[src/rtl/en_reg.sv]
// Generic WIDTH-bit state element with write enable and a parameterised async reset value.
// Latency: one clk edge from din to dout; reset takes effect immediately, with no clk edge needed.
// Backpressure: none; wen=0 holds the current value.
module en_reg #(
  parameter int               WIDTH     = 32,
  parameter logic [1023:0]    RESET_VAL = '0
) (
  input  logic             clk,
  input  logic             rst,
  input  logic [WIDTH-1:0] din,
  output logic [WIDTH-1:0] dout,
  input  logic             wen
);

  // The wide parameter zero-fills a short RESET_VAL; the slice drops bits above WIDTH.
  localparam logic [WIDTH-1:0] RST_V = RESET_VAL[WIDTH-1:0];

  generate
    if (WIDTH < 1 || WIDTH > 1024) begin : g_bad_width
      $fatal(1, "en_reg: WIDTH must be in 1..1024");
    end
  endgenerate

  always_ff @(posedge clk or negedge rst) begin
    if (!rst) begin
      dout <= RST_V;
    end else if (wen) begin
      dout <= din;
    end
  end

endmodule

[config.mk]
export PLATFORM = sky130hd
export DESIGN_NAME = en_reg
export DESIGN_NICKNAME = d
export VERILOG_FILES = /design/src/rtl/en_reg.sv
export SDC_FILE = /design/constraint.sdc
export NUM_CORES = 1
export LEC_CHECK = 0
export ABC_AREA = 1
export ABC_CLOCK_PERIOD_IN_PS = 800
export BUFFER_PORTS_ARGS = -buffer_cell sky130_fd_sc_hd__buf_4
export CORE_ASPECT_RATIO = 1.75
export CORE_UTILIZATION = 30
export DETAILED_ROUTE_END_ITERATION = 12
export GPL_TIMING_DRIVEN = 1
export SKIP_CTS_REPAIR_TIMING = 1
export SLEW_MARGIN = 40
export SYNTH_ARGS = -nofsm -noshare
export SYNTH_HDL_FRONTEND = slang
export SYNTH_SLANG_ARGS = --single-unit
[constraint.sdc]
create_clock -name clk -period 0.8 [get_ports clk]
set_clock_uncertainty 0.2 [all_clocks]
set_input_delay 0.24 -clock clk [delete_from_list [all_inputs] [get_ports clk]]
set_output_delay 0.24 -clock clk [all_outputs]
set_load 0.02 [all_outputs]
==> flow_summary.json, run 1 <==
{
  "r2r_start": "dout[1]",
  "drt_iter0_drc": 8,
  "slew_violations": 0,
  "swShare": 0.251,
  "fin_crit_sh": 1.58,
  "comb_power_share": 0.240,
  "status": "complete, but fails checks",
  "antenna_found_initial": 0,
  "synthCells": 136,
  "r2r-end": "dout[1]",
  "hold_ws_ps": -318,
  "fin_nets": 264,
  "ys_seq_area_frac": 0.620,
  "drive_gt1_frac": 0.561,
  "ys_seq_elements": 32,
  "max_freq_mhz": 790,
  "cp.arrival_ps": 830,
  "grt_setup_unrepaired": "yes",
  "drcViolationCount": 0,
  "yosysTopAreaCell": "dfrtp_1",
  "die_x_um": 51.6,
  "worst_slack_ps": -466,
  "largest_reg_flops": 32,
  "cts.path.max_buffers": 2,
  "antenna_cells": 0,
  "place_congestion": 0.776,
  "rows": 31,
  "vias": 1170,
  "synth_top_area_share": 0.620,
  "drtAntennaViolNets": 0,
  "leakage_nw": 1.27,
  "setup_violations": 64,
  "synth.distinct_cells": 7,
  "fillCellCount": 382,
  "cp_max_fo": 2,
  "cp.required_ps": 360,
  "crit_path_max_incr_delay_ps": 420,
  "crit_chain": "buf_6",
  "start_util": 0.311,
  "seqPwrFrac": 0.403,
  "layout_commonest_cell": "nand2_1",
  "ys_warn_count": 0,
  "fin_util": 0.566,
  "critPathKind": "reg2out",
  "cp_top_family": "flip-flops",
  "p_int_mw": 3.51,
  "ioPinCount": 67,
  "dr.pass1.iters": 4,
  "numPortBuffers": 66,
  "yosys-top-cells-area": "dfrtp_1 (62%), nand2_1 (25%), nand2_2 (4.8%)",
  "synthToLayoutAreaGrowth_pct": 81.8,
  "syn_nets": 171,
  "fin_setup_tns_ps": -17250,
  "register_area_um2": 803,
  "peakVddDrop_mv": 1.38,
  "largest_register": "dout",
  "clk_latency_ps": 280,
  "cts_root_buf": "clkbuf_8",
  "syn_area_um2": 1290,
  "cts.htree.levels": 2,
  "wire_per_inst_um": 11.2,
  "die_height_um": 88.8,
  "grt_max_degree": 33,
  "routed_via_density": 4.19,
  "clkSinkCount": 32,
  "layout_common_cells": "nand2_1 (71), buf_6 (47), buf_4 (42)",
  "crit_buf_inv": 1,
  "top_regs": "dout: 32 flops",
  "power.density_nw_per_um2": 1990,
  "final_hold_viol_count": 64,
  "maxSlewHeadroom": 0.842,
  "cp.depth": 1,
  "pre_cts_ws_ps": -202,
  "grt_pass1_wl_um": 4970,
  "core_area_um2": 4150,
  "ff2ff_setup_slack_ps": -150,
  "first_global_vias": 1163,
  "r2r.worst_path.cells": 3,
  "hold_path.class": "in2async",
  "critPathSlowestCell": "dfrtp_2",
  "grt.total_usage": 0.146,
  "endpoint_kind": "output pin",
  "cap_violations": 0,
  "drt_wl_total_um": 3130,
  "dp_hpwl_um": 2100,
  "cts_buffers": 5,
  "p_clk_frac": 0.357,
  "syn_avg_cell_area_um2": 9.50,
  "tightest_slew_ps": 237,
  "cts_tree": "yes",
  "period_minus_slack_ps": 1270,
  "multiInputGateArea_um2": 423,
  "clk_pin_slew_worst_paths_ps": 60,
  "startpoint_type": "flop",
  "violations": "negative hold slack, negative setup slack",
  "overflow": 0,
  "switchingPower_mw": 1.18,
  "die_area_um2": 4580
}
==> area by class of cell <==
cell class              count  share of cell area
repair buffers             93               0.394
flip-flops and latches     32               0.342
multi-input cells          96               0.180
clock buffers               7              0.0410
well taps                  49              0.0261
clock inverters             1              0.0128
inverters                   1             0.00479
==> power groups by stage <==
stage	registers [mW]	logic, mW	clock network (mW)
final	1.89	1.13	1.67
after global placement	1.88	0.896	0
after global routing	1.90	1.22	1.81
after CTS	1.85	0.903	1.74
after floorplan	2.05	0.223	0
after detailed placement	1.87	0.905	0
==> through the flow <==
| stage | std cells | total power, mW | cell area [µm²] |
|---|---|---|---|
| after CTS | 267 | 4.49 | 2050 |
| after global placement | 259 | 2.77 | 1920 |
| after detailed placement | 259 | 2.78 | 1920 |
| after global routing | 279 | 4.94 | 2350 |
| final | 279 | 4.69 | 2350 |
| after floorplan | 136 | 2.28 | 1300 |
==> cells by family (layout without fill, tap and decap cells) <==
| group | count (synthesis) | after routing | synth area share |
|---|---|---|---|
| buf+inv | 8 | 102 | 0.0823 |
| flops | 32 | 32 | 0.620 |
| simple gates | 96 | 96 | 0.298 |
==> Yosys cell counts (all sizes together) <==
library cell / n
buf: 4
clkbuf: 3
inv: 1
nand2: 96
dfrtp: 32
==> worst max-delay path by stage <==
stage                  start       end  slack, ps
global placement         wen  dout[27]       -200
floorplan                wen  dout[10]       -110
CTS                  dout[6]   dout[6]       -500
finish              dout[29]  dout[29]       -470
detailed placement       wen  dout[31]       -200
global route        dout[24]  dout[24]       -500
==> routing by layer <==
layer / global-route usage / wire [µm]
met3: 0.0326 / 118
met1: 0.164 / 1250
met2: 0.254 / 1730
met4: 0.0737 / 36
met5: 0 / 0
No activity file was read; power rests on OpenSTA's default activity.
==> run 2: changes to the inputs <==
- CORE_UTILIZATION: 30 -> 40
- PLACE_DENSITY: unset -> 0.72
==> run 2 against run 1 <==
Effect of this change:
- the flow still finishes with violations (negative hold slack, negative setup slack)
- global-route usage up 5.2 points
- via count grew 1.3%
- routed wire length grew 2.5%
- critical path depth is the same
- worst hold slack improved by 11 ps
- utilization increased by 13 points
- register-to-register slack about the same
- highest routed layer unchanged
- final cell count is 5.0% lower
- final area decreased by 7.5%
- clock-buffer cell count stayed put
==> flow_summary.json, run 2 (synthesized netlist as in run 1, its figures left out) <==
{
  "fillCellCount": 263,
  "layout_commonest_cell": "nand2_1",
  "fin_nets": 256,
  "grt_use_met2": 0.323,
  "crit_path_max_incr_delay_ps": 410,
  "cap_violations": 0,
  "cp.required_ps": 360,
  "clk_latency_ps": 280,
  "hold_ws_ps": -307,
  "dpl-instance-area_um2": 1860,
  "clkSinkCount": 32,
  "power.density_nw_per_um2": 1880,
  "crit_end": "dout[10]",
  "grt.total_usage": 0.198,
  "die_area_um2": 3470,
  "start_util": 0.416,
  "overflow": 0,
  "violations": "negative hold slack, negative setup slack",
  "dp_hpwl_um": 2240,
  "cts_tree": "yes",
  "ff2ff_setup_slack_ps": -160,
  "first_global_vias": 1132,
  "drive_gt1_frac": 0.509,
  "ioPinCount": 67,
  "cts_root_buf": "clkbuf_8",
  "grt_setup_unrepaired": "yes",
  "fin_crit_sh": 1.58,
  "grt_pass1_wl_um": 4940,
  "rows": 27,
  "clk_pin_slew_worst_paths_ps": 60,
  "leakage_nw": 1.19,
  "fin_util": 0.700,
  "cts_buffers": 5,
  "numPortBuffers": 66,
  "wire_per_inst_um": 12.1,
  "layout_common_cells": "nand2_1 (77), buf_6 (43), buf_4 (41)",
  "drt_wl_total_um": 3210,
  "crit_chain": "buf_6",
  "r2r_start": "dout[9]",
  "design_area_um2": 2170,
  "worst_slack_ps": -468,
  "p_total_mw": 4.10,
  "crit_buf_inv": 1,
  "max_freq_mhz": 789,
  "drt_iter0_drc": 8,
  "startpoint_type": "flop",
  "drtAntennaViolNets": 0,
  "tightest_slew_ps": 403,
  "critPathKind": "reg2out",
  "cp.arrival_ps": 830,
  "cp_max_fo": 2,
  "worstSetupStartpoint": "dout[10]",
  "largest_register": "dout",
  "top_regs": "dout: 32 flops",
  "antenna_found_initial": 0,
  "drcViolationCount": 0,
  "critPathSlowestCell": "dfrtp_1",
  "die_height_um": 77.2,
  "met3_usage": 0.0494,
  "die_x_um": 45.0,
  "cts.htree.levels": 2,
  "core_area_um2": 3110,
  "grt_busiest_layer": "met2",
  "maxSlewHeadroom": 0.732,
  "largest_reg_flops": 32,
  "final_hold_viol_count": 63,
  "cp.depth": 1,
  "grtUsageMet1": 0.221,
  "cts.path.max_buffers": 2,
  "setup_violations": 64,
  "place_congestion": 0.700,
  "synthToLayoutAreaGrowth_pct": 68.2,
  "slew_violations": 0,
  "dr.pass1.iters": 4,
  "period_minus_slack_ps": 1270,
  "r2r.worst_path.cells": 3,
  "status": "complete, but fails checks",
  "hold_path.class": "in2async",
  "r2r-end": "dout[9]",
  "vias": 1185,
  "routed_via_density": 4.47,
  "antenna_cells": 0,
  "peakVddDrop_mv": 1.61,
  "cp_top_family": "flip-flops",
  "endpoint_kind": "output pin",
  "grt_max_degree": 33
}
## run 2: changes by cell type in the layout (fill, tap and decap cells not counted), moves of 2 or more
cell	delta
buf_6	-4
nand2_1	+6
clkbuf_1	+2
nand2_2	-7
clkbuf_8	-2
buf_12	-3
## run 2: final cells by class
class | instances | area (µm²) | share of cell area
Clock buffer | 7 | 76.3 | 0.0351
Multi-Input combinational cell | 96 | 413 | 0.190
Clock inverter | 1 | 5.00 | 0.00230
Timing Repair Buffer | 85 | 812 | 0.373
Tap cell | 43 | 53.8 | 0.0247
Inverter | 1 | 11.3 | 0.00518
Sequential cell | 32 | 803 | 0.369
## run 2: stage by stage
step / TNS (ps) / std cells / worst slack [ps] / hold WS, ps
after floorplan: -5550 / 136 / -107 / -256
after global placement: -10310 / 251 / -182 / -4.75
after detailed placement: -10980 / 251 / -204 / 2.01
after CTS: -16560 / 259 / -488 / -300
after global routing: -18660 / 265 / -498 / -283
final: -16830 / 265 / -468 / -307
## run 2: report_power, final
part	switching (mW)	leakage (nW)	internal, mW	total (mW)
Clock	0.550	0.0422	0.609	1.16
Sequential	0.118	0.387	1.77	1.88
Combinational	0.478	0.763	0.577	1.06
## run 2: worst min path at each step
stage | endpoint | slack (ps) | cells after the start
floorplan | dout[0] | -260 | 0
global placement | dout[5] | -5 | 1
detailed placement | dout[3] | 2 | 1
CTS | dout[8] | -300 | 1
global route | dout[8] | -280 | 1
finish | dout[8] | -310 | 1
## run 2: layer usage
metal,up-vias,routed length [µm],part of all wire
met5,-,0,0
li1,574,-,-
met2,52,1690,0.53
met1,552,1220,0.38
met3,7,221,0.069
met4,0,68,0.021
